**src/rtl/prg_dma_loader_if.sv**
```systemverilog
// Host download port and DMA write port of the PRG/RAW image loader.
// master is the loader's view; slave is the host/target view.
interface prg_dma_loader_if #(
   parameter int AW = 16
) ();
   logic          ioctl_download;
   logic [7:0]    ioctl_index;
   logic          ioctl_wr;
   logic [24:0]   ioctl_addr;
   logic [7:0]    ioctl_dout;
   logic          ioctl_wait;
   logic [AW-1:0] dma_addr;
   logic [7:0]    dma_din;
   logic          dma_we;
   logic          dma_ready;

   modport master (
      input  ioctl_download, ioctl_index, ioctl_wr,
      input  ioctl_addr, ioctl_dout, dma_ready,
      output ioctl_wait, dma_addr, dma_din, dma_we
   );

   modport slave (
      output ioctl_download, ioctl_index, ioctl_wr,
      output ioctl_addr, ioctl_dout, dma_ready,
      input  ioctl_wait, dma_addr, dma_din, dma_we
   );
endinterface

```
**src/rtl/prg_dma_loader.sv**
```systemverilog
// Streams a host download into RAM as a PRG (load-address header) or RAW
// image, then patches end pointers with the last written address + 1.
module prg_dma_loader #(
   parameter int            AW       = 16,
   parameter logic [7:0]    IDX_PRG  = 8'h41,
   parameter logic [7:0]    IDX_RAW  = 8'h00,
   parameter logic [AW-1:0] RAM_TOP  = 16'h8000,
   parameter logic [AW-1:0] RAW_LO   = 16'h0400,
   parameter logic [AW-1:0] RAW_HI   = 16'h8000,
   parameter logic [AW-1:0] RAW_OFS  = 16'h8000,
   parameter int            NPTR     = 3,
   parameter logic [AW-1:0] PTR_BASE = 16'h002A
) (
   input  logic           clk,
   input  logic           reset,
   prg_dma_loader_if.master bus,
   output logic [AW-1:0]  load_start,
   output logic [AW-1:0]  load_end,
   output logic           done,
   output logic           trunc,
   output logic           overrun,
   output logic           short_file
);

   typedef enum logic [2:0] {
      IDLE, HDR_LO, HDR_HI, DATA, RAWDATA, PTR, FIN
   } state_t;

   localparam logic [3:0] NWR = 4'(2 * NPTR);

   state_t        state;
   logic          seen;
   logic [AW-1:0] wptr;
   logic [3:0]    ptr_cnt;

   logic          busy;
   logic          raw_hit;
   logic [AW-1:0] raw_addr;
   logic [AW-1:0] hdr;
   logic [AW-1:0] ptr_addr;
   logic [7:0]    ptr_byte;

   // A write accepted this cycle frees the slot for a new request.
   assign busy     = bus.dma_we & ~bus.dma_ready;
   assign raw_hit  = (bus.ioctl_addr >= 25'(RAW_LO)) &&
                     (bus.ioctl_addr <  25'(RAW_HI));
   assign raw_addr = bus.ioctl_addr[AW-1:0] + RAW_OFS;
   assign hdr      = AW'({bus.ioctl_dout, load_start[7:0]});
   assign ptr_addr = PTR_BASE + AW'(ptr_cnt);
   assign ptr_byte = ptr_cnt[0] ? load_end[15:8] : load_end[7:0];

   assign bus.ioctl_wait = bus.dma_we | (state == PTR) | (state == FIN);

   always_ff @(posedge clk) begin
      if (reset) begin
         state        <= IDLE;
         seen         <= 1'b0;
         wptr         <= '0;
         ptr_cnt      <= '0;
         load_start   <= '0;
         load_end     <= '0;
         done         <= 1'b0;
         trunc        <= 1'b0;
         overrun      <= 1'b0;
         short_file   <= 1'b0;
         bus.dma_addr <= '0;
         bus.dma_din  <= '0;
         bus.dma_we   <= 1'b0;
      end else begin
         done <= 1'b0;
         if (!bus.ioctl_download) seen <= 1'b0;
         if (bus.dma_we && bus.dma_ready) bus.dma_we <= 1'b0;

         unique case (state)
            IDLE: begin
               if (bus.ioctl_download && !seen) begin
                  seen       <= 1'b1;
                  trunc      <= 1'b0;
                  overrun    <= 1'b0;
                  short_file <= 1'b0;
                  ptr_cnt    <= '0;
                  if (bus.ioctl_index == IDX_PRG) state <= HDR_LO;
                  else if (bus.ioctl_index == IDX_RAW) state <= RAWDATA;
               end
            end
            HDR_LO: begin
               if (!bus.ioctl_download) begin
                  short_file <= 1'b1;
                  done       <= 1'b1;
                  state      <= FIN;
               end else if (bus.ioctl_wr && bus.ioctl_addr == 25'd0) begin
                  load_start <= AW'(bus.ioctl_dout);
                  state      <= HDR_HI;
               end
            end
            HDR_HI: begin
               if (!bus.ioctl_download) begin
                  short_file <= 1'b1;
                  done       <= 1'b1;
                  state      <= FIN;
               end else if (bus.ioctl_wr && bus.ioctl_addr == 25'd1) begin
                  load_start <= hdr;
                  load_end   <= hdr;
                  wptr       <= hdr;
                  state      <= DATA;
               end
            end
            DATA: begin
               if (bus.ioctl_wr) begin
                  if (busy) begin
                     overrun <= 1'b1;
                  end else if (wptr < RAM_TOP) begin
                     bus.dma_addr <= wptr;
                     bus.dma_din  <= bus.ioctl_dout;
                     bus.dma_we   <= 1'b1;
                     if (wptr != '1) begin
                        wptr     <= wptr + 1'b1;
                        load_end <= load_end + 1'b1;
                     end
                  end else begin
                     trunc <= 1'b1;
                  end
               end else if (!bus.ioctl_download && !busy) begin
                  if (NPTR == 0) begin
                     done  <= 1'b1;
                     state <= FIN;
                  end else begin
                     state <= PTR;
                  end
               end
            end
            RAWDATA: begin
               if (bus.ioctl_wr) begin
                  if (busy) begin
                     overrun <= 1'b1;
                  end else if (raw_hit) begin
                     bus.dma_addr <= raw_addr;
                     bus.dma_din  <= bus.ioctl_dout;
                     bus.dma_we   <= 1'b1;
                  end
               end else if (!bus.ioctl_download && !busy) begin
                  done  <= 1'b1;
                  state <= FIN;
               end
            end
            PTR: begin
               if (!busy) begin
                  if (ptr_cnt == NWR) begin
                     done  <= 1'b1;
                     state <= FIN;
                  end else begin
                     bus.dma_addr <= ptr_addr;
                     bus.dma_din  <= ptr_byte;
                     bus.dma_we   <= 1'b1;
                     ptr_cnt      <= ptr_cnt + 1'b1;
                  end
               end
            end
            FIN: state <= IDLE;
            default: state <= IDLE;
         endcase
      end
   end

endmodule

```
**src/flat_wrapper.sv**
```systemverilog
// flat-port wrapper written by rule: the top's interface ports become plain ports
module prg_dma_loader_flat 
#(
   parameter int            AW       = 16,
   parameter logic [7:0]    IDX_PRG  = 8'h41,
   parameter logic [7:0]    IDX_RAW  = 8'h00,
   parameter logic [AW-1:0] RAM_TOP  = 16'h8000,
   parameter logic [AW-1:0] RAW_LO   = 16'h0400,
   parameter logic [AW-1:0] RAW_HI   = 16'h8000,
   parameter logic [AW-1:0] RAW_OFS  = 16'h8000,
   parameter int            NPTR     = 3,
   parameter logic [AW-1:0] PTR_BASE = 16'h002A
)
  (clk, reset, load_start, load_end, done, trunc, overrun, short_file, bus_ioctl_download, bus_ioctl_index, bus_ioctl_wr, bus_ioctl_addr, bus_ioctl_dout, bus_dma_ready, bus_ioctl_wait, bus_dma_addr, bus_dma_din, bus_dma_we);
  prg_dma_loader_if #(.AW(AW)) bus_i ();
  input  logic clk;
  input  logic reset;
  output logic [AW-1:0] load_start;
  output logic [AW-1:0] load_end;
  output logic done;
  output logic trunc;
  output logic overrun;
  output logic short_file;
  input wire logic [$bits(bus_i.ioctl_download)-1:0] bus_ioctl_download;
  input wire logic [$bits(bus_i.ioctl_index)-1:0] bus_ioctl_index;
  input wire logic [$bits(bus_i.ioctl_wr)-1:0] bus_ioctl_wr;
  input wire logic [$bits(bus_i.ioctl_addr)-1:0] bus_ioctl_addr;
  input wire logic [$bits(bus_i.ioctl_dout)-1:0] bus_ioctl_dout;
  input wire logic [$bits(bus_i.dma_ready)-1:0] bus_dma_ready;
  output wire logic [$bits(bus_i.ioctl_wait)-1:0] bus_ioctl_wait;
  output wire logic [$bits(bus_i.dma_addr)-1:0] bus_dma_addr;
  output wire logic [$bits(bus_i.dma_din)-1:0] bus_dma_din;
  output wire logic [$bits(bus_i.dma_we)-1:0] bus_dma_we;
  assign bus_i.ioctl_download = bus_ioctl_download;
  assign bus_i.ioctl_index = bus_ioctl_index;
  assign bus_i.ioctl_wr = bus_ioctl_wr;
  assign bus_i.ioctl_addr = bus_ioctl_addr;
  assign bus_i.ioctl_dout = bus_ioctl_dout;
  assign bus_i.dma_ready = bus_dma_ready;
  assign bus_ioctl_wait = bus_i.ioctl_wait;
  assign bus_dma_addr = bus_i.dma_addr;
  assign bus_dma_din = bus_i.dma_din;
  assign bus_dma_we = bus_i.dma_we;
  prg_dma_loader #(.AW(AW), .IDX_PRG(IDX_PRG), .IDX_RAW(IDX_RAW), .RAM_TOP(RAM_TOP), .RAW_LO(RAW_LO), .RAW_HI(RAW_HI), .RAW_OFS(RAW_OFS), .NPTR(NPTR), .PTR_BASE(PTR_BASE)) u_core (.clk(clk), .reset(reset), .bus(bus_i), .load_start(load_start), .load_end(load_end), .done(done), .trunc(trunc), .overrun(overrun), .short_file(short_file));
endmodule
```
**config.mk**
```make
export PLATFORM = sky130hd
export DESIGN_NAME = prg_dma_loader_flat
export DESIGN_NICKNAME = d
export VERILOG_FILES = /design/src/rtl/prg_dma_loader_if.sv /design/src/rtl/prg_dma_loader.sv /design/src/flat_wrapper.sv
export SDC_FILE = /design/constraint.sdc
export NUM_CORES = 1
export LEC_CHECK = 0
export ABC_AREA = 1
export BUFFER_PORTS_ARGS = -buffer_cell sky130_fd_sc_hd__buf_4
export CORE_MARGIN = 3
export CORE_UTILIZATION = 48
export CTS_BUF_LIST = sky130_fd_sc_hd__clkbuf_16
export DETAILED_ROUTE_END_ITERATION = 12
export PLACE_DENSITY = 0.81
export RECOVER_POWER = 50
export SLEW_MARGIN = 20
export SYNTH_ARGS = -nofsm -noshare
export SYNTH_HDL_FRONTEND = slang
export SYNTH_SLANG_ARGS = --single-unit
```
**constraint.sdc**
```tcl
create_clock -name clk -period 2.21 [get_ports clk]
set_input_delay 0.5525 -clock clk [delete_from_list [all_inputs] [get_ports clk]]
set_output_delay 0.5525 -clock clk [all_outputs]
set_load 0.02 [all_outputs]
```
# After elaboration in Yosys (flattened, before gate mapping)

Cells that the tools add are included.

Add/sub/neg operators: 5
Order comparisons: 3
Equality and inequality tests: 36
Mux-type cells: 83
Bitwise logic cells: 5
Reduce and logical (&&, ||, !) cells: 30

Operator list:

| kind                                                                    | number |
|---|---|
| 16-bit 2-to-1 mux                                                       | 22 |
| 16-bit case mux with 2 select lines                                     | 3 |
| 8-bit 2-to-1 mux                                                        | 9 |
| 16-bit case mux with 3 select lines                                     | 1 |
| 3-bit 2-to-1 mux                                                        | 13 |
| 16-bit by 1-bit adder with 16-bit output, second input constant         | 2 |
| 2-bit != test, second input constant                                    | 13 |
| 25-bit by 1-bit == test with 1-bit output, second input constant        | 1 |
| 25-bit by 11-bit >= comparator with 1-bit output, second input constant | 1 |
| 25-bit zero test                                                        | 1 |
| 25-bit by 16-bit < comparator with 1-bit output, second input constant  | 1 |
| 1-bit 2-to-1 mux                                                        | 24 |
| 8-bit case mux with 3 select lines                                      | 1 |
| 2-bit by 1-bit != test with 1-bit output, second input constant         | 10 |
| 3-bit case mux with 6 select lines                                      | 1 |
| 16-bit adder, second input constant                                     | 1 |
| 16-bit < comparator, second input constant                              | 1 |
| 16-bit != test, second input constant                                   | 1 |
| 4-bit 2-to-1 mux                                                        | 3 |
| 4-bit AND reduction                                                     | 3 |
| 2-bit nonzero test                                                      | 6 |
| 10-bit AND reduction                                                    | 1 |
| 5-bit AND reduction                                                     | 2 |
| 3-bit == test, second input constant                                    | 3 |
| 23 further kinds                                                        | 38 |

Flip-flop bits (word level): 85
Input port bits: 46
Output and inout port bits: 62

# Logic depth before layout (Yosys ltp)

Gate-level depths: netlist of the first run.

Word-level depth: 7
Mapped depth: 13

# Worst setup path before layout of the first run

No wires, ideal clock.

Path kind: input to register
From: input bus_ioctl_addr[15]
To: register u_core.wptr[10]
Arrival time: 1.626 ns
Setup slack: 0.470 ns
Cell stages on the path: 9
Path buffers: 1
Path through: nor2_1 > nand2_1 > nor2_1 > nand3_1 > nand2_1 > clkbuf_1 > nand3_1 > a21oi_1 > nor2_1

Word-level cells in the longest chain between the ends: 4

RTL lines:

| element                                            | RTL line              | RTL |
|---|---|---|
| start: declaration                                 | flat_wrapper.sv:27    | `input wire logic [$bits(bus_i.ioctl_addr)-1:0] bus_ioctl_addr;` |
| 25-bit by 1-bit == test with 1-bit output          | prg_dma_loader.sv:101 | `end else if (bus.ioctl_wr && bus.ioctl_addr == 25'd1) begin` |
| 1-bit logical AND                                  | prg_dma_loader.sv:101 |  |
| 2-bit by 1-bit != test with 1-bit output (no line) | -                     |  |
| 7-bit AND reduction (no line)                      | -                     |  |
| end signal: assignment                             | prg_dma_loader.sv:104 | `wptr <= hdr;` |
| end signal: assignment                             | prg_dma_loader.sv:117 | `wptr <= wptr + 1'b1;` |
| end: declaration                                   | prg_dma_loader.sv:33  | `logic [AW-1:0] wptr;` |

Every way passes these cells.
A chain may end at the register's enable or synchronous reset.

# Worst setup path in the final report of the first run

From: register u_core.state[0]
To: register u_core.wptr[15]

Word-level cells in the longest chain between the ends: 3

RTL lines:

| element                                                                          | RTL line             | RTL |
|---|---|---|
| start: declaration                                                               | prg_dma_loader.sv:31 | `state_t state;` |
| start signal: assignment                                                         | prg_dma_loader.sv:56 | `state <= IDLE;` |
| start signal: assignment                                                         | prg_dma_loader.sv:82 | `if (bus.ioctl_index == IDX_PRG) state <= HDR_LO;` |
| start signal: assignment                                                         | prg_dma_loader.sv:83 | `else if (bus.ioctl_index == IDX_RAW) state <= RAWDATA;` |
| 3-bit by 2-bit == test with 1-bit output                                         | prg_dma_loader.sv:74 | `unique case (state)` |
| 2-bit by 1-bit != test with 1-bit output (no line), or another cell as far along | -                    |  |
| 7-bit AND reduction (no line)                                                    | -                    |  |

Several ways; a longest one is shown, not always the timed one.

==> flow_metrics.tcl, run 1 <==
set metrics [dict create \
    start_kind "flip-flop" \
    routabilityCongestion 0.948 \
    hold_violations 0 \
    power.density_nw_per_um2 1130 \
    p_sw_mw 3.03 \
    root_buffer "clkbuf_16" \
    min_from "u_core.short_file" \
    fin_crit_ns 2.00 \
    antenna_cells 0 \
    grt_usage_pct 27.4 \
    clkTransAtPathRegs_ns 0.07 \
    grt_pass1_vias 5180 \
    wl_um 16300 \
    overflow 0 \
    slowest_delay_ns 0.51 \
    hold_path.class "reg -> reg" \
    fmax_ghz 0.499 \
    yosys_warnings 0 \
    clk_path_buf_depth 2 \
    setup_viol 0 \
    required_ns 2.43 \
    die_y_um 109 \
    fin_crit_sh_pct 90.7 \
    final_cell_mix "nand2_1 (232), nor2_1 (145), dfxtp_1 (85), inv_1 (79), a21oi_1 (74)" \
    grt_antenna_before_repair 0 \
    initial_core_util_pct 49.5 \
    grt_max_degree 71 \
    yosys.area.top_type "dfxtp_1" \
    p_leak_nw 2.79 \
    crit_family "simple AND/OR/NAND/NOR gates" \
    worst-setup-path-type "reg -> reg" \
    drive_gt1_share_pct 9.82 \
    drc 0 \
    syn_avg_cell_area_um2 6.11 \
    syn2layout_area_growth_pct 21.9 \
    drtAntennaViolNets 0 \
    r2r-start "u_core.state[0]" \
    dp_hpwl_um 11900 \
    seq_area_frac_synth_pct 33.1 \
    dieArea_um2 12000 \
    endpoint_kind "flip-flop" \
    synth_ff_type "dfxtp_1" \
    fin_worst_skew_ns 0.00883 \
    use_met1_pct 36.8 \
    grt-busiest-layer "met2" \
    dr.pass1.iters 5 \
    finalCoreUtilization_pct 60.3 \
    insertion_delay_ns 0.34 \
    rows 37 \
    final_common_cell "nand2_1" \
    comb_power_share_pct 44.4 \
    rsz0062_at_grt "no" \
    ys_top_cells_by_area "dfxtp_1 (33%), nand2_1 (17%), nor2_1 (11%)" \
    synth_seq_cells 85 \
    slew_headroom_pct 66.8 \
    coreArea_um2 10400 \
    use_met2_pct 43.6 \
    syn_area_um2 5130 \
    dr.first_iter.drc_count 505 \
    worstPathBufferInverterCount 1 \
    netlist.area_leader.share_pct 33.1 \
    vdd.ir_drop.worst_uv 530 \
    crit_fanout 25 \
    crit_top_cell "nand2_1" \
    ys_types 34 \
    status "completed" \
    die_w_um 109 \
    power_frac_clock_pct 24.6 \
    cts_tree "built" \
    cts_max_level 3 \
    synth-edff-count 0 \
    cts.sinks 85 \
    worst_slew_pin_slew_ns 0.495 \
    max_cap_violations 0 \
    cp.arrival_ns 2.22 \
    cts_hold_buf 0 \
    grtUsageMet3_pct 5.28 \
    portBuffers 107 \
    route.vias.total 5914 \
    crit_slowest_cell "dfxtp_1" \
    cts_buffers 9 \
    path_cells "nand2_1 > nor2_2 > o21ai_0 > nand2_1 > a21oi_2 > nand2_2 > buf_4 > nand2_1 > nand2_1 > a21oi_1" \
    finalNetCount 994 \
    netSwitchingFraction_pct 42.8 \
    synth.net_count 891 \
    share_seq_of_total_power_pct 31.0 \
    wl_per_cell_um 15.1 \
    synthCells 840 \
    via_per_inst 5.46 \
    async_flop_share_pct 0 \
    cp-startpoint "u_core.state[0]" \
    setup-tns-final_ns 0 \
    grt_first_pass_wirelength_um 25800 \
    intPower_mw 4.06 \
    slew_viol_final 0 \
    ios 108 \
]
## timing repair
item                                    4_1_cts  5_1_grt
setup buffers                                 0        0
gates resized for setup                       0        1
endpoints found under the setup margin        0       18
## cells by family (layout without fill, tap and decap cells)
logic type               after synthesis  after routing  share of synthesized area, %
adder cells (fa/ha/maj)                5              5                          1.22
AO/OA/AOI/OAI                        133            133                          14.0
flip-flops                            85             85                          33.1
AND/OR/NAND/NOR                      483            483                          39.5
buffers and inverters                120            227                          9.72
XOR/XNOR                              14             14                          2.39
## tightest hold or removal path, cell delays in order (launching register included)
cell and delay, ns:
dfxtp_1 0.31, inv_1 0.04, a21oi_1 0.05
## Yosys cell counts, types with 8 or more instances
library cell	number
clkbuf_1	15
o211ai_1	10
nand2_1	232
dfxtp_1	85
nand3_1	56
nand3b_1	19
buf_2	15
nand4_1	8
xor2_1	13
nor3_1	16
a21oi_1	74
nor2_1	146
o21ai_0	37
inv_1	78
## routing by layer
layer / vias to the layer above / share of wire [%]
met5: - / 0
met4: 0 / 3.1
met3: 41 / 9.7
met2: 303 / 45
met1: 2664 / 42
li1: 2906 / -
## layout make-up
cell class | instances | area (µm²)
fillers | 1067 | 4110
flip-flops and latches | 85 | 1700
inverters | 83 | 312
well taps | 136 | 170
repair buffers | 129 | 797
clock buffers | 9 | 225
multi-input cells | 635 | 2940
clock inverters | 6 | 111
## sequential cells by signal, summed over array words and instances (netlist names), 3 cells and up
register             flops
u_core.wptr             16
u_core.bus.dma_addr     16
u_core.ptr_cnt           4
u_core.state             3
u_core.load_end         16
u_core.load_start       16
u_core.bus.dma_din       8
## metrics by stage
step | worst slack, ns | hold WS, ns | power, mW | cell area [µm²] | instances
floorplan | 0.470 | 0.453 | 4.45 | 5130 | 840
global placement | 0.216 | 0.440 | 5.53 | 6150 | 1068
detailed placement | 0.182 | 0.443 | 5.57 | 6150 | 1068
CTS | 0.139 | 0.453 | 7.31 | 6490 | 1083
global route | 0.0614 | 0.474 | 7.62 | 6260 | 1083
finish | 0.205 | 0.450 | 7.08 | 6260 | 1083
## worst paths after layout
kind                       endpoint  slack (ns)  cells after the start
setup reg to reg    u_core.wptr[15]        0.21                     10
hold reg to reg   u_core.short_file        0.45                      2
setup / recovery    u_core.wptr[15]        0.21                     10
hold / removal    u_core.short_file        0.45                      2
## power by group through the flow
stage / Clock [mW] / Combinational (mW) / Sequential (mW)
3_3_place_gp: 0 / 3.30 / 2.23
2_1_floorplan: 0 / 1.95 / 2.50
4_1_cts: 1.75 / 3.36 / 2.20
3_5_place_dp: 0 / 3.34 / 2.23
5_1_grt: 1.82 / 3.56 / 2.24
6_report: 1.74 / 3.14 / 2.20
(Power assumes the default switching activity.)
==> run 2, diff against run 1 <==
--- a/config.mk
+++ b/config.mk
@@ -6,7 +6,7 @@
 export NUM_CORES = 1
 export LEC_CHECK = 0
 export ABC_AREA = 1
-export BUFFER_PORTS_ARGS = -buffer_cell sky130_fd_sc_hd__buf_4
+export BUFFER_PORTS_ARGS = -buffer_cell sky130_fd_sc_hd__buf_2
 export CORE_MARGIN = 3
 export CORE_UTILIZATION = 48
 export CTS_BUF_LIST = sky130_fd_sc_hd__clkbuf_16
==> flow_metrics.tcl, run 2 (same netlist as run 1, synthesis figures left out) <==
set metrics [dict create \
    dr.pass1.iters 6 \
    fin_crit_ns 1.96 \
    finalCoreUtilization_pct 58.7 \
    r2r_cells 10 \
    share_seq_of_total_power_pct 32.4 \
    rows 37 \
    clk_path_buf_depth 2 \
    netSwitchingFraction_pct 44.6 \
    syn2layout_area_growth_pct 18.6 \
    crit_top_cell "nand2_1" \
    ctsResizeCount 0 \
    final_cell_mix "nand2_1 (232), nor2_1 (146), dfxtp_1 (85), inv_1 (78), a21oi_1 (74)" \
    final_common_cell "nand2_1" \
    worstPathBufferInverterCount 1 \
    fin_crit_sh_pct 88.7 \
    setup-tns-final_ns 0 \
    finalNetCount 994 \
    cts_setup_buffers 0 \
    grt_pass1_vias 5208 \
    dr.first_iter.drc_count 583 \
    cp.depth 10 \
    power_frac_clock_pct 22.4 \
    routabilityCongestion 0.988 \
    grt_max_degree 48 \
    use_met1_pct 36.7 \
    drive_gt1_share_pct 9.70 \
    cts_max_level 3 \
    portBuffers 107 \
    fmax_ghz 0.510 \
    status "completed" \
    crit_fanout 23 \
    grt_usage_pct 27.2 \
    grtUsageMet3_pct 4.76 \
    drc 0 \
    slew_viol_final 0 \
    insertion_delay_ns 0.34 \
    setup_viol 0 \
    required_ns 2.45 \
    antenna_cells 0 \
    via_per_inst 5.46 \
    whs_path_depth 2 \
    wl_per_cell_um 14.9 \
    die_y_um 109 \
    cts_hold_buf 0 \
    fillers 1039 \
    crit_family "simple AND/OR/NAND/NOR gates" \
    crit_slowest_cell "dfxtp_1" \
    die_w_um 109 \
    clkTransAtPathRegs_ns 0.07 \
    cts_buffers 9 \
    rsz0062_at_grt "no" \
    cts_tree "built" \
    endpoint_kind "flip-flop" \
    cts.sinks 85 \
    path_cells "nand2_1 > nor2_1 > o21ai_0 > nand2_1 > a21oi_2 > nand2_2 > buf_12 > nand2_1 > nand2_1 > nor2_1" \
    fin_worst_skew_ns 0.0125 \
    power.density_nw_per_um2 1120 \
    p_leak_nw 2.72 \
    vdd.ir_drop.worst_uv 404 \
    intPower_mw 3.78 \
    dp_hpwl_um 12000 \
    overflow 0 \
    start_kind "flip-flop" \
    slowest_delay_ns 0.51 \
    grt_antenna_before_repair 0 \
    coreArea_um2 10400 \
    use_met2_pct 42.9 \
    root_buffer "clkbuf_16" \
    max_cap_violations 0 \
    ios 108 \
    worst_slew_pin_slew_ns 0.556 \
    dieArea_um2 12000 \
    p_sw_mw 3.04 \
    slew_headroom_pct 63.0 \
    route.vias.total 5918 \
    worst-setup-path-type "reg -> reg" \
    wl_um 16200 \
    cp.arrival_ns 2.20 \
    comb_power_share_pct 45.2 \
    hold_violations 0 \
    hold_path.class "reg -> reg" \
    initial_core_util_pct 49.5 \
    drtAntennaViolNets 0 \
    grt_first_pass_wirelength_um 25500 \
    grt-busiest-layer "met2" \
]
==> run 2: changes by cell type in the layout (fill, tap and decap cells not counted) <==
cell,change
nor2_2,-1
buf_12,-1
buf_2,+46
inv_2,+1
clkbuf_2,-2
clkinv_1,+1
inv_1,-1
nor2_1,+1
clkinv_2,-1
bufinv_16,-2
clkinv_4,+1
buf_4,-44
clkinvlp_4,+2
clkbuf_1,+1
==> run 2: layout make-up <==
type                       instances  area (µm²)  area share [%]
clock buffer                       9         225            3.70
clock inverter                     7        73.8            1.21
inverter                          83         312            5.12
multi-input combinational        635        2940            48.2
sequential                        85        1700            27.9
tap                              136         170            2.79
timing repair buffer             129         671            11.0
==> run 2: final timing paths <==
path	endpoint	slack [ns]	start
worst max-delay path	u_core.load_end[8]	0.25	u_core.state[0]
worst min-delay path	u_core.short_file	0.45	u_core.short_file
worst max register to register	u_core.load_end[8]	0.25	u_core.state[0]
worst min register to register	u_core.short_file	0.45	u_core.short_file
==> run 2: layer usage <==
layer,part of all wire (%),up-vias
li1,-,2907
met1,42,2643
met2,45,325
met3,10,43
met4,2.7,0
met5,0,-
==> run 2: power by group through the flow <==
stage	sequential (mW)	combinational (mW)	clock [mW]
6_report	2.21	3.09	1.53
5_1_grt	2.25	3.45	1.61
4_1_cts	2.20	3.14	1.54
3_5_place_dp	2.22	3.13	0
3_3_place_gp	2.22	3.08	0
2_1_floorplan	2.50	1.95	0
==> run 2: through the flow <==
| step | power (mW) | setup slack [ns] | instances | area (µm²) | hold WS, ns |
|---|---|---|---|---|---|
| final | 6.83 | 0.250 | 1084 | 6090 | 0.452 |
| after global routing | 7.31 | 0.105 | 1084 | 6090 | 0.472 |
| after CTS | 6.88 | 0.282 | 1084 | 6170 | 0.450 |
| after detailed placement | 5.36 | 0.150 | 1068 | 5870 | 0.440 |
| after global placement | 5.31 | 0.173 | 1068 | 5870 | 0.436 |
| after floorplan | 4.45 | 0.470 | 840 | 5130 | 0.453 |
==> run 2: tightest hold or removal path, cell delays in order (launching register included) <==
cell and delay, ns:
dfxtp_1 0.31, inv_1 0.05, a21oi_1 0.05
==> run 3, diff against run 2 <==
--- a/config.mk
+++ b/config.mk
@@ -7,13 +7,16 @@
 export LEC_CHECK = 0
 export ABC_AREA = 1
 export BUFFER_PORTS_ARGS = -buffer_cell sky130_fd_sc_hd__buf_2
+export CELL_PAD_IN_SITES_DETAIL_PLACEMENT = 0
+export CELL_PAD_IN_SITES_GLOBAL_PLACEMENT = 1
 export CORE_MARGIN = 3
-export CORE_UTILIZATION = 48
+export CORE_UTILIZATION = 34
 export CTS_BUF_LIST = sky130_fd_sc_hd__clkbuf_16
 export DETAILED_ROUTE_END_ITERATION = 12
-export PLACE_DENSITY = 0.81
+export PLACE_DENSITY = 0.86
 export RECOVER_POWER = 50
 export SLEW_MARGIN = 20
 export SYNTH_ARGS = -nofsm -noshare
 export SYNTH_HDL_FRONTEND = slang
 export SYNTH_SLANG_ARGS = --single-unit
+export TNS_END_PERCENT = 50
==> constraint.sdc (replaced) <==
create_clock -name clk -period 1.75 [get_ports clk]
set_input_delay 0.4375 -clock clk [delete_from_list [all_inputs] [get_ports clk]]
set_output_delay 0.4375 -clock clk [all_outputs]
set_load 0.02 [all_outputs]
==> flow_metrics.tcl, run 3 (same netlist as run 1, synthesis figures left out) <==
set metrics [dict create \
    slew_viol_final 0 \
    max_cap_violations 0 \
    die_y_um 129 \
    grt_antenna_before_repair 0 \
    endpoint_kind "flip-flop" \
    insertion_delay_ns 0.36 \
    slew_headroom_pct 65.6 \
    status "completed" \
    setup_slack_ns 0.00585 \
    cts_max_level 3 \
    worst_slew_pin_slew_ns 0.512 \
    final_common_cell "nand2_1" \
    fin_crit_ns 1.74 \
    fin_crit_sh_pct 99.7 \
    finalNetCount 1062 \
    antenna_cells 0 \
    fillers 1554 \
    whs_ns 0.438 \
    setup_viol 0 \
    vdd.ir_drop.worst_uv 532 \
    final_area_um2 6950 \
    crit_top_cell "nand2_1" \
    cts_tree "built" \
    overflow 0 \
    dp_hpwl_um 13700 \
    path_cells "buf_4 > nand3_4 > nand2_2 > inv_2 > nand2_1 > nand3_2 > nor2_4 > buf_12 > clkbuf_16 > nand3b_1 > nand2_1 > nor2_1" \
    netSwitchingFraction_pct 42.1 \
    drtAntennaViolNets 0 \
    wl_per_cell_um 15.2 \
    required_ns 1.99 \
    clk_path_buf_depth 2 \
    grt_usage_pct 21.8 \
    drc 0 \
    crit_family "simple AND/OR/NAND/NOR gates" \
    wl_um 18300 \
    routabilityCongestion 0.920 \
    coreArea_um2 14600 \
    finalCoreUtilization_pct 47.4 \
    route.vias.total 5946 \
    place_ws_ns -0.171 \
    final_cell_mix "nand2_1 (229), nor2_1 (141), buf_2 (96), inv_1 (79), dfxtp_1 (79)" \
    fmax_ghz 0.573 \
    crit_slowest_cell "dfxtp_4" \
    portBuffers 107 \
    setup-tns-final_ns 0 \
    grt_first_pass_wirelength_um 28400 \
    grt_pass1_vias 5515 \
    worst-setup-path-type "reg -> reg" \
    hold_path.class "in -> reg" \
    power.density_nw_per_um2 1390 \
    dieArea_um2 16600 \
    clkTransAtPathRegs_ns 0.07 \
    dr.pass1.iters 6 \
    cts_buffers 9 \
    slowest_delay_ns 0.37 \
    initial_core_util_pct 35.1 \
    ios 108 \
    hold_violations 0 \
    p_leak_nw 3.36 \
    dr.first_iter.drc_count 440 \
    rows 44 \
    start_kind "flip-flop" \
    p_sw_mw 4.08 \
    die_w_um 129 \
    worstPathBufferInverterCount 4 \
    share_seq_of_total_power_pct 28.6 \
    syn2layout_area_growth_pct 35.3 \
    fin_worst_skew_ns 0.0146 \
    via_per_inst 4.96 \
    grt_max_degree 48 \
    power_frac_clock_pct 21.5 \
    cp.arrival_ns 1.99 \
    root_buffer "clkbuf_16" \
    crit_fanout 23 \
    place_area_um2 6470 \
    intPower_mw 5.60 \
    comb_power_share_pct 49.9 \
    cts.sinks 85 \
    drive_gt1_share_pct 22.6 \
]
-- run 3: stage by stage --
| step | power (mW) | instances |
|---|---|---|
| 2_1_floorplan | 5.62 | 840 |
| 6_report | 9.68 | 1198 |
| 3_3_place_gp | 7.22 | 1178 |
| 4_1_cts | 9.34 | 1192 |
| 3_5_place_dp | 7.26 | 1178 |
| 5_1_grt | 10.4 | 1198 |
-- run 3: path summary, 6_finish.rpt --
| path | startpoint | to | slack, ns | cells past startpoint |
|---|---|---|---|---|
| setup / recovery | u_core.state[0] | u_core.bus.dma_din[1] | 0.006 | 12 |
| hold / removal | bus_ioctl_dout[6] | u_core.load_start[6] | 0.44 | 3 |
| setup reg to reg | u_core.state[0] | u_core.bus.dma_din[1] | 0.006 | 12 |
| hold reg to reg | u_core.short_file | u_core.short_file | 0.45 | 2 |
-- run 3: final cells by class --
| class | count | area, µm² | share of cell area (%) |
|---|---|---|---|
| Tap cell | 184 | 230 | 3.31 |
| Multi-Input combinational cell | 635 | 3000 | 43.2 |
| Sequential cell | 85 | 1710 | 24.7 |
| Timing Repair Buffer | 197 | 1390 | 20.0 |
| Inverter | 83 | 312 | 4.48 |
| Clock buffer | 9 | 225 | 3.24 |
| Clock inverter | 5 | 77.6 | 1.12 |
-- run 3: power groups by stage --
stage               Combinational, mW  Sequential, mW  Clock [mW]
floorplan                        2.47            3.16           0
global placement                 4.45            2.77           0
detailed placement               4.48            2.77           0
CTS                              4.50            2.74        2.10
global route                     5.35            2.82        2.19
finish                           4.83            2.77        2.08
-- run 3: worst min-delay path, cell delays in order --
cell and delay [ns]:
buf_2 0.07, inv_1 0.10, a21oi_1 0.14
-- run 3: timing repair --
action                                 4_1_cts  5_1_grt
setup endpoints to repair                   27       61
endpoints found under the hold margin        0        0
buffers inserted                             0        3
hold buffers                                 0        0
resized for setup                            1       25
pin swaps                                    0        3
cloned                                       0        3
-- run 3: routing by layer --
metal | global-route usage, % | part of all wire [%]
met1 | 30.1 | 47
met4 | 7.72 | 2.9
met3 | 4.36 | 6.7
met2 | 33.9 | 44
met5 | 0 | 0
